==> src/rtl/packet_receiver_if.sv <==
// Bit-stream in / byte-stream out bundle between the demodulator and the
// packet receiver. Widths follow the packet length in bits.
interface packet_receiver_if #(
    parameter int PACKET_SIZE = 128
);
    localparam int IDX_W = $clog2(PACKET_SIZE / 8);

    logic             bit_in;
    logic             bit_valid;
    logic [7:0]       byte_out;
    logic             byte_valid;
    logic [IDX_W-1:0] byte_index;
    logic [IDX_W:0]   msg_len;
    logic             packet_done;
    logic             frame_error;

    // Bit source side (demodulator, or a testbench standing in for it)
    modport master (
        output bit_in, bit_valid,
        input  byte_out, byte_valid, byte_index, msg_len, packet_done, frame_error
    );

    // Receiver side
    modport slave (
        input  bit_in, bit_valid,
        output byte_out, byte_valid, byte_index, msg_len, packet_done, frame_error
    );
endinterface

==> src/rtl/packet_receiver.sv <==
// Byte-level receive framer: hunts for the sync character in the recovered
// bit stream, deserializes MSB-first bytes, tracks message length up to the
// first 0x00, and reports packet completion or a stalled-stream abort.
module packet_receiver #(
    parameter int         PACKET_SIZE = 128,
    parameter logic [7:0] SYNC_BYTE   = 8'h48,
    parameter int         TIMEOUT     = 4096
) (
    input logic              clock,
    input logic              reset_n,
    packet_receiver_if.slave rx
);
    localparam int NBYTES = PACKET_SIZE / 8;
    localparam int IDX_W  = $clog2(NBYTES);
    localparam int CNT_W  = $clog2(PACKET_SIZE) + 1;
    localparam int TMO_W  = $clog2(TIMEOUT);

    localparam logic [IDX_W:0]   MSG_MAX  = (IDX_W + 1)'(NBYTES);
    localparam logic [CNT_W-1:0] CNT_LAST = CNT_W'(PACKET_SIZE);
    localparam logic [TMO_W-1:0] TMO_LAST = TMO_W'(TIMEOUT - 1);

    localparam logic [1:0] ST_HUNT    = 2'd0;
    localparam logic [1:0] ST_RECEIVE = 2'd1;
    localparam logic [1:0] ST_DONE    = 2'd2;

    // Only the 7 most recent bits need storing: the incoming bit completes
    // the 8-bit window combinationally.
    logic [1:0]       state_q,       state_d;
    logic [6:0]       shift_q,       shift_d;
    logic [CNT_W-1:0] bit_cnt_q,     bit_cnt_d;
    logic [TMO_W-1:0] tmo_q,         tmo_d;
    logic             term_seen_q,   term_seen_d;
    logic [7:0]       byte_out_q,    byte_out_d;
    logic             byte_valid_q,  byte_valid_d;
    logic [IDX_W-1:0] byte_index_q,  byte_index_d;
    logic [IDX_W:0]   msg_len_q,     msg_len_d;
    logic             packet_done_q, packet_done_d;
    logic             frame_error_q, frame_error_d;

    logic [7:0]       window;
    logic [CNT_W-1:0] bit_cnt_inc;

    assign window      = {shift_q, rx.bit_in};
    assign bit_cnt_inc = bit_cnt_q + CNT_W'(1);

    // Next-state logic for the hunt / receive / done sequence and all outputs
    always_comb begin
        state_d       = state_q;
        shift_d       = shift_q;
        bit_cnt_d     = bit_cnt_q;
        tmo_d         = tmo_q;
        term_seen_d   = term_seen_q;
        byte_out_d    = byte_out_q;
        byte_valid_d  = 1'b0;
        byte_index_d  = byte_index_q;
        msg_len_d     = msg_len_q;
        packet_done_d = 1'b0;
        frame_error_d = 1'b0;

        case (state_q)
            ST_HUNT: begin
                if (rx.bit_valid) begin
                    shift_d = window[6:0];
                    if (window == SYNC_BYTE) begin
                        byte_out_d   = window;
                        byte_valid_d = 1'b1;
                        byte_index_d = '0;
                        bit_cnt_d    = CNT_W'(8);
                        msg_len_d    = (IDX_W + 1)'(1);
                        term_seen_d  = 1'b0;
                        tmo_d        = '0;
                        state_d      = ST_RECEIVE;
                    end
                end
            end

            ST_RECEIVE: begin
                if (rx.bit_valid) begin
                    // A bit arriving on the last allowed cycle still counts
                    shift_d   = window[6:0];
                    bit_cnt_d = bit_cnt_inc;
                    tmo_d     = '0;
                    if (bit_cnt_inc[2:0] == 3'd0) begin
                        byte_out_d   = window;
                        byte_valid_d = 1'b1;
                        byte_index_d = IDX_W'((bit_cnt_inc >> 3) - CNT_W'(1));
                        if (!term_seen_q) begin
                            if (window == 8'h00) begin
                                term_seen_d = 1'b1;
                            end else if (msg_len_q != MSG_MAX) begin
                                msg_len_d = msg_len_q + (IDX_W + 1)'(1);
                            end
                        end
                        if (bit_cnt_inc == CNT_LAST) begin
                            state_d = ST_DONE;
                        end
                    end
                end else if (tmo_q == TMO_LAST) begin
                    frame_error_d = 1'b1;
                    shift_d       = '0;
                    bit_cnt_d     = '0;
                    tmo_d         = '0;
                    state_d       = ST_HUNT;
                end else begin
                    tmo_d = tmo_q + TMO_W'(1);
                end
            end

            ST_DONE: begin
                // Any bit strobe here is dropped; the hunt restarts clean
                packet_done_d = 1'b1;
                shift_d       = '0;
                bit_cnt_d     = '0;
                tmo_d         = '0;
                state_d       = ST_HUNT;
            end

            default: begin
                state_d = ST_HUNT;
            end
        endcase
    end

    // State and output registers with synchronous active-low reset
    always_ff @(posedge clock) begin
        if (!reset_n) begin
            state_q       <= ST_HUNT;
            shift_q       <= '0;
            bit_cnt_q     <= '0;
            tmo_q         <= '0;
            term_seen_q   <= 1'b0;
            byte_out_q    <= '0;
            byte_valid_q  <= 1'b0;
            byte_index_q  <= '0;
            msg_len_q     <= '0;
            packet_done_q <= 1'b0;
            frame_error_q <= 1'b0;
        end else begin
            state_q       <= state_d;
            shift_q       <= shift_d;
            bit_cnt_q     <= bit_cnt_d;
            tmo_q         <= tmo_d;
            term_seen_q   <= term_seen_d;
            byte_out_q    <= byte_out_d;
            byte_valid_q  <= byte_valid_d;
            byte_index_q  <= byte_index_d;
            msg_len_q     <= msg_len_d;
            packet_done_q <= packet_done_d;
            frame_error_q <= frame_error_d;
        end
    end

    assign rx.byte_out    = byte_out_q;
    assign rx.byte_valid  = byte_valid_q;
    assign rx.byte_index  = byte_index_q;
    assign rx.msg_len     = msg_len_q;
    assign rx.packet_done = packet_done_q;
    assign rx.frame_error = frame_error_q;
endmodule

==> src/flat_wrapper.sv <==
// flat-port wrapper written by rule: the top's interface ports become plain ports
module packet_receiver_flat 
#(
    parameter int         PACKET_SIZE = 128,
    parameter logic [7:0] SYNC_BYTE   = 8'h48,
    parameter int         TIMEOUT     = 4096
)
  (clock, reset_n, rx_bit_in, rx_bit_valid, rx_byte_out, rx_byte_valid, rx_byte_index, rx_msg_len, rx_packet_done, rx_frame_error);
  packet_receiver_if #(.PACKET_SIZE(PACKET_SIZE)) rx_i ();
  input logic clock;
  input logic reset_n;
  input wire logic [$bits(rx_i.bit_in)-1:0] rx_bit_in;
  input wire logic [$bits(rx_i.bit_valid)-1:0] rx_bit_valid;
  output wire logic [$bits(rx_i.byte_out)-1:0] rx_byte_out;
  output wire logic [$bits(rx_i.byte_valid)-1:0] rx_byte_valid;
  output wire logic [$bits(rx_i.byte_index)-1:0] rx_byte_index;
  output wire logic [$bits(rx_i.msg_len)-1:0] rx_msg_len;
  output wire logic [$bits(rx_i.packet_done)-1:0] rx_packet_done;
  output wire logic [$bits(rx_i.frame_error)-1:0] rx_frame_error;
  assign rx_i.bit_in = rx_bit_in;
  assign rx_i.bit_valid = rx_bit_valid;
  assign rx_byte_out = rx_i.byte_out;
  assign rx_byte_valid = rx_i.byte_valid;
  assign rx_byte_index = rx_i.byte_index;
  assign rx_msg_len = rx_i.msg_len;
  assign rx_packet_done = rx_i.packet_done;
  assign rx_frame_error = rx_i.frame_error;
  packet_receiver #(.PACKET_SIZE(PACKET_SIZE), .SYNC_BYTE(SYNC_BYTE), .TIMEOUT(TIMEOUT)) u_core (.clock(clock), .reset_n(reset_n), .rx(rx_i));
endmodule
==> config.mk <==
export PLATFORM = sky130hd
export DESIGN_NAME = packet_receiver_flat
export DESIGN_NICKNAME = d
export VERILOG_FILES = /design/src/rtl/packet_receiver_if.sv /design/src/rtl/packet_receiver.sv /design/src/flat_wrapper.sv
export SDC_FILE = /design/constraint.sdc
export NUM_CORES = 1
export LEC_CHECK = 0
export CAP_MARGIN = 20
export CORE_MARGIN = 2
export CORE_UTILIZATION = 43
export CTS_CLUSTER_DIAMETER = 60
export DETAILED_ROUTE_END_ITERATION = 8
export PLACE_DENSITY = 0.59
export SETUP_SLACK_MARGIN = 0.02
export SLEW_MARGIN = 20
export SYNTH_ARGS = -nofsm -noshare
export SYNTH_HDL_FRONTEND = slang
export SYNTH_SLANG_ARGS = --single-unit
==> constraint.sdc <==
create_clock -name clock -period 2.5 [get_ports clock]
set_input_delay 0.25 -clock clock [delete_from_list [all_inputs] [get_ports clock]]
set_output_delay 0.25 -clock clock [all_outputs]
set_load 0.03 [all_outputs]
==> summary.txt <==
Synth
  – Net Count, Synth: 315
  – Post-synth cell types: 63
  – Synth warn: 0
  – Sequential share of the synthesized area: 37.75%
  – Synthesized area: 0.002651 mm^2
  – Gate Count Post-Synth: 301
  – Avg Inst Size Synth: 8.808 um^2
  – Ys flop type: dfxtp_1
  – Synth Register Bits: 50
  – Ys async rst share: 0%
  – EDFF count, synth: 0

STA
  – Setup TNS: 0 ns
  – Tcrit/Tclk final: 83.47%
  – Post-layout minimum cycle time: 2.087 ns
  – Fin. Hold Viols: 0
  – Unrepaired setup endpoints after global routing: no
  – Max Slew Vio Count: 0
  – Setup violators final: 0
  – Fmax: 479.2 MHz
  – Worst-Margin Slew: 0.6906 ns
  – Clock Skews: 0.009695 ns
  – Max_slew headroom: 52.77%

Detailed routing
  – Number of DRC markers in iteration 0: 129
  – WL per Instance: 14.14 um
  – Routed vias: 2192
  – Vias/cell: 5.453
  – Final WL: 5.683 mm
  – Post-route ant nets: 0
  – DR pass1 iterations: 4
  – # DRC: 0

Clocking
  – Sink Count: 50
  – Postcts setup bufs: 0
  – Clock transition at path regs: 0.09 ns
  – Clock tree buffer depth: 2
  – Clock Tree Root: clkbuf_8
  – Post-CTS Hold Buffers: 0
  – CTS H-tree lvls: 2
  – Worst skew pair latency: 0.30 ns
  – CTS resizes: 0
  – CTS tree: built
  – Num CTS Buffers: 5

Pwr
  – Clk pwr share: 40.5%
  – Psw: 313.2 uW
  – Logic pwr share: 3.5%
  – Tot Pwr: 1.430 mW
  – Sw Ratio: 21.91%
  – VDD IR max: 246.0 uV
  – Power Dens Cells: 465.7 mW/mm^2
  – Internal Power: 1.117 mW
  – P_leak: 1.112 nW
  – Sequential share of power: 56.0%

Floorplanning
  – DIE WIDTH: 82.52 um
  – Num rows: 28
  – Die area: 0.006810 mm^2
  – Core area: 0.005956 mm^2
  – Initial Util: 44.52%
  – Die H: 82.52 um
  – # IOs: 24

Setup path
  – Slowest-stage cell, CP: a2111oi_0
  – WP data arrival: 2.32 ns
  – Worst path top cell family by delay: compound AO/OA/AOI/OAI gates
  – WP data required: 2.73 ns
  – Crit-path max FO: 5
  – WP buf/inv: 1
  – Kind of end point of the critical path: flop
  – Startpoint types: primary input
  – Critical-path cell list: clkdlybuf4s50_1 > nor4_4 > nand2_1 > a2111oi_0 > o21ai_1 > a21oi_1
  – Crit Path Class: in2reg
  – Slowest stage delay, CP: 0.70 ns

Final layout
  – Post-route cell area: 0.003070 mm^2
  – NumNets Final: 340
  – Share of cells above drive strength 1: 7.339%
  – Syn-to-layout area delta: 15.81%
  – Ant diodes: 0
  – Commonest non-fill, non-tap cells in the layout: dfxtp_1 (50), nand2_1 (33), nor2_1 (25), clkdlybuf4s50_1 (23), a21oi_1 (20)
  – Commonest non-fill, non-tap cell in the layout: dfxtp_1
  – Final core occ: 51.55%

GRT
  – Largest net degree at the start of global routing: 27
  – Total Routing Usage GR: 17.77%
  – Vias in the first global route: 1989
  – First-pass GRT wire length: 9.356 mm
  – Initial antenna violation count: 0
  – GRT overflow: 0

Placement
  – Area after DPL: 0.002960 mm^2
  – HPWL after DPL: 4.096 mm
  – IO buf count: 23
  – RD Place Congestion: 0.7827

Worst hold path
  – Hold/Removal Path Class: reg2reg

Outcome
  – Status: complete, no violations

Flow run
  – Max-cap violations: 0
final timing paths:
check | depth (start not counted) | from | end | slack [ns]
setup reg to reg | 7 | u_core.state_q[0] | u_core.tmo_q[6] | 0.43
setup / recovery | 6 | rx_bit_in | u_core.rx.byte_index[3] | 0.41
hold reg to reg | 2 | u_core.rx.byte_index[2] | u_core.rx.byte_index[2] | 0.46
hold / removal | 2 | u_core.rx.byte_index[2] | u_core.rx.byte_index[2] | 0.46
logic make-up after synthesis:
| kind of cell | share of synthesized area (%) |
|---|---|
| adders and majority gates | 4.719 |
| DFF | 37.75 |
| muxes | 5.285 |
| AOI/OAI and AO/OA | 16.19 |
| buffers and inverters | 4.530 |
| xor gates and xnor gates | 4.153 |
| and+or+nand+nor | 27.37 |
flip-flops by register name, summed over array words and instances, names as in the netlist, 2 cells and up:
register / count
u_core.bit_cnt_q: 8
u_core.rx.byte_index: 4
u_core.state_q: 2
u_core.tmo_q: 12
u_core.rx.byte_out: 8
u_core.rx.msg_len: 5
u_core.shift_q: 7
synth_stat cells, types with 7 or more instances:
| cell type | n | area share [%] |
|---|---|---|
| dfxtp_1 | 50 | 38 |
| nand2_1 | 33 | 4.7 |
| nor2_1 | 25 | 3.5 |
| a21oi_1 | 20 | 3.8 |
| mux2i_1 | 14 | 5.3 |
| inv_1 | 13 | 1.8 |
| ha_1 | 10 | 4.7 |
| nand3_1 | 10 | 1.9 |
| xnor2_1 | 10 | 3.3 |
| nor4_1 | 9 | 2.1 |
| o21ai_0 | 7 | 1.3 |
final cells by class:
cell class / instances / area [um^2]
repair buffers: 30 / 282.8
multi-input cells: 225 / 1530
clock buffers: 6 / 72.57
fillers: 591 / 2885
inverters: 14 / 52.55
well taps: 75 / 93.84
clock inverters: 2 / 37.54
flip-flops and latches: 50 / 1001
power groups by stage:
stage                     clock, mW  combinational, mW  sequential [mW]
after floorplan                   0             0.0303            0.818
after global placement            0             0.0505            0.819
after detailed placement          0             0.0506            0.819
after CTS                     0.597             0.0508            0.800
after global routing          0.622             0.0550            0.801
final                         0.579             0.0505            0.800
worst register-to-register path, delay by kind of cell, from the launching register on:
| kind | cells | cell delay (ns) |
|---|---|---|
| compound gates | 2 | 0.23 |
| simple gates | 2 | 0.82 |
| fa+ha+maj | 1 | 0.31 |
| flops | 1 | 0.40 |
| buf+inv | 2 | 0.24 |
layer usage:
metal  vias up  global-route usage, %  share of wire (%)
met5         -                      0                  0
met4         0                  4.426               0.97
met3         6                  4.022                4.1
met2        36                  29.11                 46
met1      1010                  23.68                 49
li1       1140                      -                  -
per-stage QoR:
stage | instances | setup WS, ns | hold WS, ns
detailed placement | 394 | 0.1457 | 0.4527
finish | 402 | 0.4133 | 0.4587
global placement | 394 | 0.1554 | 0.4446
CTS | 402 | 0.4208 | 0.4655
floorplan | 301 | 0.5195 | 0.3939
global route | 402 | 0.2219 | 0.4894
No activity file was read; power rests on OpenSTA's default activity.
